`src/rtl/fifo_pkg.sv`:
```
// Shared async-FIFO helpers: Gray/binary conversion and default widths.
// Used by both the read-side and write-side pointer blocks.
package fifo_pkg;

  localparam int FIFO_ADDRSIZE = 5;
  localparam int FIFO_DSIZE    = 8;

  // Callers size-cast the result down to ADDRSIZE+1 bits.
  function automatic logic [31:0] bin2gray(input logic [31:0] b);
    return b ^ (b >> 1);
  endfunction

  function automatic logic [31:0] gray2bin(input logic [31:0] g);
    logic [31:0] b;
    b[31] = g[31];
    for (int i = 30; i >= 0; i--) begin
      b[i] = b[i+1] ^ g[i];
    end
    return b;
  endfunction

endpackage

```
`src/rtl/fwft_outbuf.sv`:
```
// Two-entry prefetch buffer (head + skid) for first-word-fall-through reads.
// lc counts outstanding fetches plus valid buffer entries.
module fwft_outbuf
  import fifo_pkg::*;
#(
  parameter int DSIZE = FIFO_DSIZE
) (
  input  logic             clk,
  input  logic             rst_n,
  input  logic             pop,
  input  logic             fetch,
  input  logic [DSIZE-1:0] rdata_mem,
  output logic             head_valid,
  output logic [1:0]       lc,
  output logic [DSIZE-1:0] rdata
);

  logic [DSIZE-1:0] head_q, head_d;
  logic [DSIZE-1:0] skid_q, skid_d;
  logic             hv_q, hv_d;
  logic             sv_q, sv_d;
  logic             pend_q;
  logic [1:0]       lc_q, lc_d;

  always_comb begin
    head_d = head_q;
    hv_d   = hv_q;
    skid_d = skid_q;
    sv_d   = sv_q;
    if (pop) begin
      if (sv_q) begin
        head_d = skid_q;
        sv_d   = 1'b0;
      end else if (pend_q) begin
        head_d = rdata_mem;
      end else begin
        hv_d = 1'b0;
      end
      if (sv_q && pend_q) begin
        skid_d = rdata_mem;
        sv_d   = 1'b1;
      end
    end else if (pend_q) begin
      if (!hv_q) begin
        head_d = rdata_mem;
        hv_d   = 1'b1;
      end else begin
        skid_d = rdata_mem;
        sv_d   = 1'b1;
      end
    end
  end

  assign lc_d = lc_q + {1'b0, fetch} - {1'b0, pop};

  always_ff @(posedge clk or negedge rst_n) begin
    if (!rst_n) begin
      head_q <= '0;
      skid_q <= '0;
      hv_q   <= 1'b0;
      sv_q   <= 1'b0;
      pend_q <= 1'b0;
      lc_q   <= 2'd0;
    end else begin
      head_q <= head_d;
      skid_q <= skid_d;
      hv_q   <= hv_d;
      sv_q   <= sv_d;
      pend_q <= fetch;
      lc_q   <= lc_d;
    end
  end

  assign head_valid = hv_q;
  assign lc         = lc_q;
  assign rdata      = head_q;

endmodule

```
`src/rtl/rptr_empty_fwft.sv`:
```
// Async FIFO read side: Gray read pointer, memory fetch control,
// FWFT output buffer and empty / almost-empty / level / underflow status.
module rptr_empty_fwft
  import fifo_pkg::*;
#(
  parameter int ADDRSIZE      = FIFO_ADDRSIZE,
  parameter int DSIZE         = FIFO_DSIZE,
  parameter int AEMPTY_THRESH = 4
) (
  input  logic                rclk,
  input  logic                rrst_n,
  input  logic                rinc,
  input  logic [ADDRSIZE:0]   rq2_wptr,
  input  logic [DSIZE-1:0]    rdata_mem,
  output logic                rden,
  output logic [ADDRSIZE-1:0] raddr,
  output logic [ADDRSIZE:0]   rptr,
  output logic [DSIZE-1:0]    rdata,
  output logic                rempty,
  output logic                raempty,
  output logic [ADDRSIZE:0]   rlevel,
  output logic                runderflow
);

  localparam int PW = ADDRSIZE + 1;
  localparam logic [ADDRSIZE:0] AE_T = PW'(AEMPTY_THRESH);

  logic [ADDRSIZE:0] rbin_q, rbin_d;
  logic [ADDRSIZE:0] rptr_q, rptr_d;
  logic [ADDRSIZE:0] rlevel_q, rlevel_d;
  logic [ADDRSIZE:0] wbin_s;
  logic              mem_empty_q, mem_empty_d;
  logic              raempty_q, raempty_d;
  logic              runderflow_q, runderflow_d;
  logic              head_valid;
  logic              pop;
  logic [1:0]        lc, lc_next;

  assign rempty  = ~head_valid;
  assign pop     = rinc & ~rempty;
  assign rden    = ~mem_empty_q & ((lc < 2'd2) | pop);
  assign lc_next = lc + {1'b0, rden} - {1'b0, pop};

  assign rbin_d      = rbin_q + {{ADDRSIZE{1'b0}}, rden};
  assign rptr_d      = PW'(bin2gray(32'(rbin_d)));
  assign mem_empty_d = (rptr_d == rq2_wptr);

  // Level counts words still in memory plus those already fetched.
  assign wbin_s       = PW'(gray2bin(32'(rq2_wptr)));
  assign rlevel_d     = (wbin_s - rbin_d)
                      + {{(ADDRSIZE-1){1'b0}}, lc_next};
  assign raempty_d    = (rlevel_d <= AE_T);
  assign runderflow_d = runderflow_q | (rinc & rempty);

  always_ff @(posedge rclk or negedge rrst_n) begin
    if (!rrst_n) begin
      rbin_q       <= '0;
      rptr_q       <= '0;
      mem_empty_q  <= 1'b1;
      rlevel_q     <= '0;
      raempty_q    <= 1'b1;
      runderflow_q <= 1'b0;
    end else begin
      rbin_q       <= rbin_d;
      rptr_q       <= rptr_d;
      mem_empty_q  <= mem_empty_d;
      rlevel_q     <= rlevel_d;
      raempty_q    <= raempty_d;
      runderflow_q <= runderflow_d;
    end
  end

  fwft_outbuf #(
    .DSIZE(DSIZE)
  ) u_outbuf (
    .clk       (rclk),
    .rst_n     (rrst_n),
    .pop       (pop),
    .fetch     (rden),
    .rdata_mem (rdata_mem),
    .head_valid(head_valid),
    .lc        (lc),
    .rdata     (rdata)
  );

  assign raddr      = rbin_q[ADDRSIZE-1:0];
  assign rptr       = rptr_q;
  assign rlevel     = rlevel_q;
  assign raempty    = raempty_q;
  assign runderflow = runderflow_q;

endmodule

```
`config.mk`:
```
export PLATFORM = sky130hd
export DESIGN_NAME = rptr_empty_fwft
export DESIGN_NICKNAME = d
export VERILOG_FILES = /design/src/rtl/fifo_pkg.sv /design/src/rtl/fwft_outbuf.sv /design/src/rtl/rptr_empty_fwft.sv
export SDC_FILE = /design/constraint.sdc
export NUM_CORES = 1
export LEC_CHECK = 0
export ABC_AREA = 1
export CAP_MARGIN = 20
export CORE_MARGIN = 2
export CORE_UTILIZATION = 50
export CTS_BUF_LIST = sky130_fd_sc_hd__clkbuf_16
export CTS_CLUSTER_SIZE = 25
export DETAILED_ROUTE_END_ITERATION = 7
export DONT_BUFFER_PORTS = 1
export PLACE_DENSITY = 0.68
export SKIP_CTS_REPAIR_TIMING = 1
export SLEW_MARGIN = 10
export SYNTH_ARGS = -nofsm -noshare
export SYNTH_HDL_FRONTEND = slang
export SYNTH_SLANG_ARGS = --single-unit
export TNS_END_PERCENT = 30
```
`constraint.sdc`:
```
create_clock -name rclk -period 3 [get_ports rclk]
set_input_delay 0.6 -clock rclk [delete_from_list [all_inputs] [get_ports rclk]]
set_output_delay 0.6 -clock rclk [all_outputs]
set_load 0.005 [all_outputs]
```
==> metrics.md <==
| Metric | Value |
|---|---|
| Status | finished, final reports clean |
| Endpoints failing hold | 0 |
| Dpl hpwl | 3080 um |
| Synthesized area | 2170 um^2 |
| Largest net degree at the start of global routing | 42 |
| Worst path required time | 3.21 ns |
| Yosys reg bits | 41 |
| Synthesized net count | 290 |
| RSZ-0062 raised after global routing | no |
| Avg Cell Area, Syn | around 8.4 um^2 |
| Crit Path Max Fanout | 3 |
| GRT Util Overall | 0.184 |
| Starting Density | 0.530 |
| Slew at the pin closest to its max-slew limit | 0.476 ns |
| Max Cap Viol | 0 |
| Part of the Yosys area used for sequential elements | 0.475 |
| DRT antenna net count | 0 |
| WS Path Type | flip-flop to flip-flop |
| First-pass GRT wire length | 7110 um |
| Non-filler instance count after layout | 320 |
| Wirelength, routed | about 4000 um |
| DR pass1 iterations | 4 |
| Layout cells sized above 1 | 0.119 |
| Max Root-Sink Buffers | 2 |
| DP Cell Count | 312 |
| Vias in the first global route | about 1,600 |
| Hold Path Class | primary input to async pin |
| Synthesis-to-finish area growth | 14.4% |
| GRT overflow | 0 |
| H-tree levels | 2 |
| Root buffer cell | clkbuf_16 |
| Core area | a little over 4000 um^2 |
| Initial antenna violation count | 0 |
| Met2 Track Usage GR | 0.310 |
| Layout Nets | 302 |
| Vias post-DR | 1,650 |
| Num CTS Buffers | 5 |
| Cells after Synth | 257 |
| Routability cong. | between 0.7 and 0.8 |
| Vias per cell | 5.16 |
| GR peak layer | met2 |
| Fin crit period | 2.74 ns |
| Worst Path Arrival | 2.95 ns |
| Die height | 69.8 um |
| # rows | 23 |
| # DRC | 0 |
| Clock Skew | 0.00374 ns |
| Fillers | between 300 and 400 |
| Critical path endpoint category | flip-flop |
| Die Footprint | 4870 um^2 |
| Worst Setup Slack, final | 0.262 ns |
| IO buf count | 0 |
| Slew Limit Fails | 0 |
| Ys async rst share | 1.00 |
| Max Freq | 365 MHz |
| Number of inserted diodes | 0 |
| TritonCTS clock tree | built |
| Clock Sinks | 41 |
| Clock Latency Late Sink | 0.28 ns |
| CTS clock-pin slew for the worst setup and hold paths | 0.06 ns |
| Ports | between 40 and 50 |
| Top FF cell, synth | dfrtp_1 |
| Starting DRT DRC Count | 82 |
| Critical path launch point type | flip-flop |
| Post-Route Utilization | 0.606 |
| Wire per inst | 12.7 um |
| Met1 usage | 0.221 |
| Yosys warns | 0 |
| Met3 Use GR | 0.0640 |
| Setup violations, final | 0 |
| Relative slew slack | 0.682 |
| Post-Place Worst Slack | -0.0369 ns |
| Die width | between 60 and 70 um |
| Library cells used by synthesis | 23 |
| Final period utilization | 0.913 |
| Post-synth EDFFs | 0 |
==> per-layer routing <==
metal  up-vias  wire length, um
li1        840                -
met1       770             1910
met2        38             1930
met3         2              205
met4         0               29
met5         -                0
==> state kept, by name (all words and copies together) (netlist names) <==
| register | count |
|---|---|
| u_outbuf.pend_q | 1 |
| u_outbuf.head_valid | 1 |
| runderflow | 1 |
| u_outbuf.skid_q | 8 |
| rptr | 5 |
| raempty | 1 |
| mem_empty_q | 1 |
| u_outbuf.rdata | 8 |
| rbin_q | 6 |
| u_outbuf.sv_q | 1 |
| u_outbuf.lc | 2 |
| rlevel | 6 |
==> placed cells by master, fill, tap and decap left out, drive strengths merged <==
master	Yosys	final
dfrtp	39	39
fa	1	1
dfstp	2	2
ha	15	15
buf	1	8
inv	36	37
nand3	23	23
o21ai	20	20
or2	2	2
nand2	80	80
clkbuf	2	5
o21bai	4	4
nor2	6	6
a21oi	12	12
bufinv	0	1
xnor2	6	6
clkinv	0	1
xor2	7	7
nand4	1	1
==> worst max-delay path, cell delays in order, from the launching register on <==
cell	delay [ns]
dfrtp_1	0.38
nand2_1	0.11
inv_2	0.05
ha_1	0.27
inv_1	0.04
ha_1	0.27
inv_1	0.04
ha_1	0.26
inv_1	0.04
ha_1	0.23
fa_2	0.37
a21oi_2	0.14
o21bai_1	0.08
xnor2_1	0.19
nand3_1	0.10
nor2_1	0.11
==> per-stage QoR <==
stage,setup TNS (ns),hold slack (ns),area [um^2]
global placement,0,0.305,2310
finish,0,0.0131,2480
floorplan,0,0.304,2200
detailed placement,-0.0369,0.305,2310
CTS,0,0.00541,2470
global route,0,0.00113,2480
==> path summary, 6_finish.rpt <==
| check | cells after the start | from | slack, ns | to |
|---|---|---|---|---|
| hold / removal | 0 | rrst_n | 0.01 | u_outbuf.skid_q[4] |
| setup reg to reg | 15 | u_outbuf.head_valid | 0.26 | raempty |
| min in group rclk | 2 | u_outbuf.skid_q[3] | 0.48 | u_outbuf.skid_q[3] |
| setup / recovery | 15 | u_outbuf.head_valid | 0.26 | raempty |
| max in group asynchronous | 0 | rrst_n | 2.81 | raempty |
| hold reg to reg | 2 | u_outbuf.skid_q[3] | 0.48 | u_outbuf.skid_q[3] |
==> cells in the mapped netlist (2+ instances only) <==
library cell,n,area (um^2)
a21oi_1,12,60.1
clkbuf_1,2,7.51
dfrtp_1,39,976
dfstp_2,2,52.6
ha_1,15,188
inv_1,35,131
nand2_1,78,293
nand2_2,2,12.5
nand3_1,22,110
nor2_1,6,22.5
o21ai_0,19,95.1
o21bai_1,3,22.5
or2_2,2,12.5
xnor2_1,5,43.8
xor2_1,7,61.3
==> logic make-up (layout without fill, tap and decap cells) <==
logic type | after synthesis | count (layout) | share of synthesized area
compound gates | 36 | 36 | 0.0895
xor+xnor | 13 | 13 | 0.0560
buf+inv | 39 | 52 | 0.0682
simple gates | 112 | 112 | 0.215
fa+ha+maj | 16 | 16 | 0.0959
flops | 41 | 41 | 0.475
==> final cells by class <==
| type | instances | area, um^2 | share of cell area |
|---|---|---|---|
| clock buffers | 5 | 125 | 0.0505 |
| clock inverters | 3 | 38.8 | 0.0157 |
| inverters | 36 | 135 | 0.0545 |
| multi-input cells | 177 | 1030 | 0.415 |
| flip-flops and latches | 41 | 1030 | 0.415 |
| well taps | 50 | 62.6 | 0.0253 |
| repair buffers | 8 | 60.1 | 0.0242 |
Power is not shown: default switching activity piles up to over one toggle a cycle in this logic, so the estimate is an artifact.
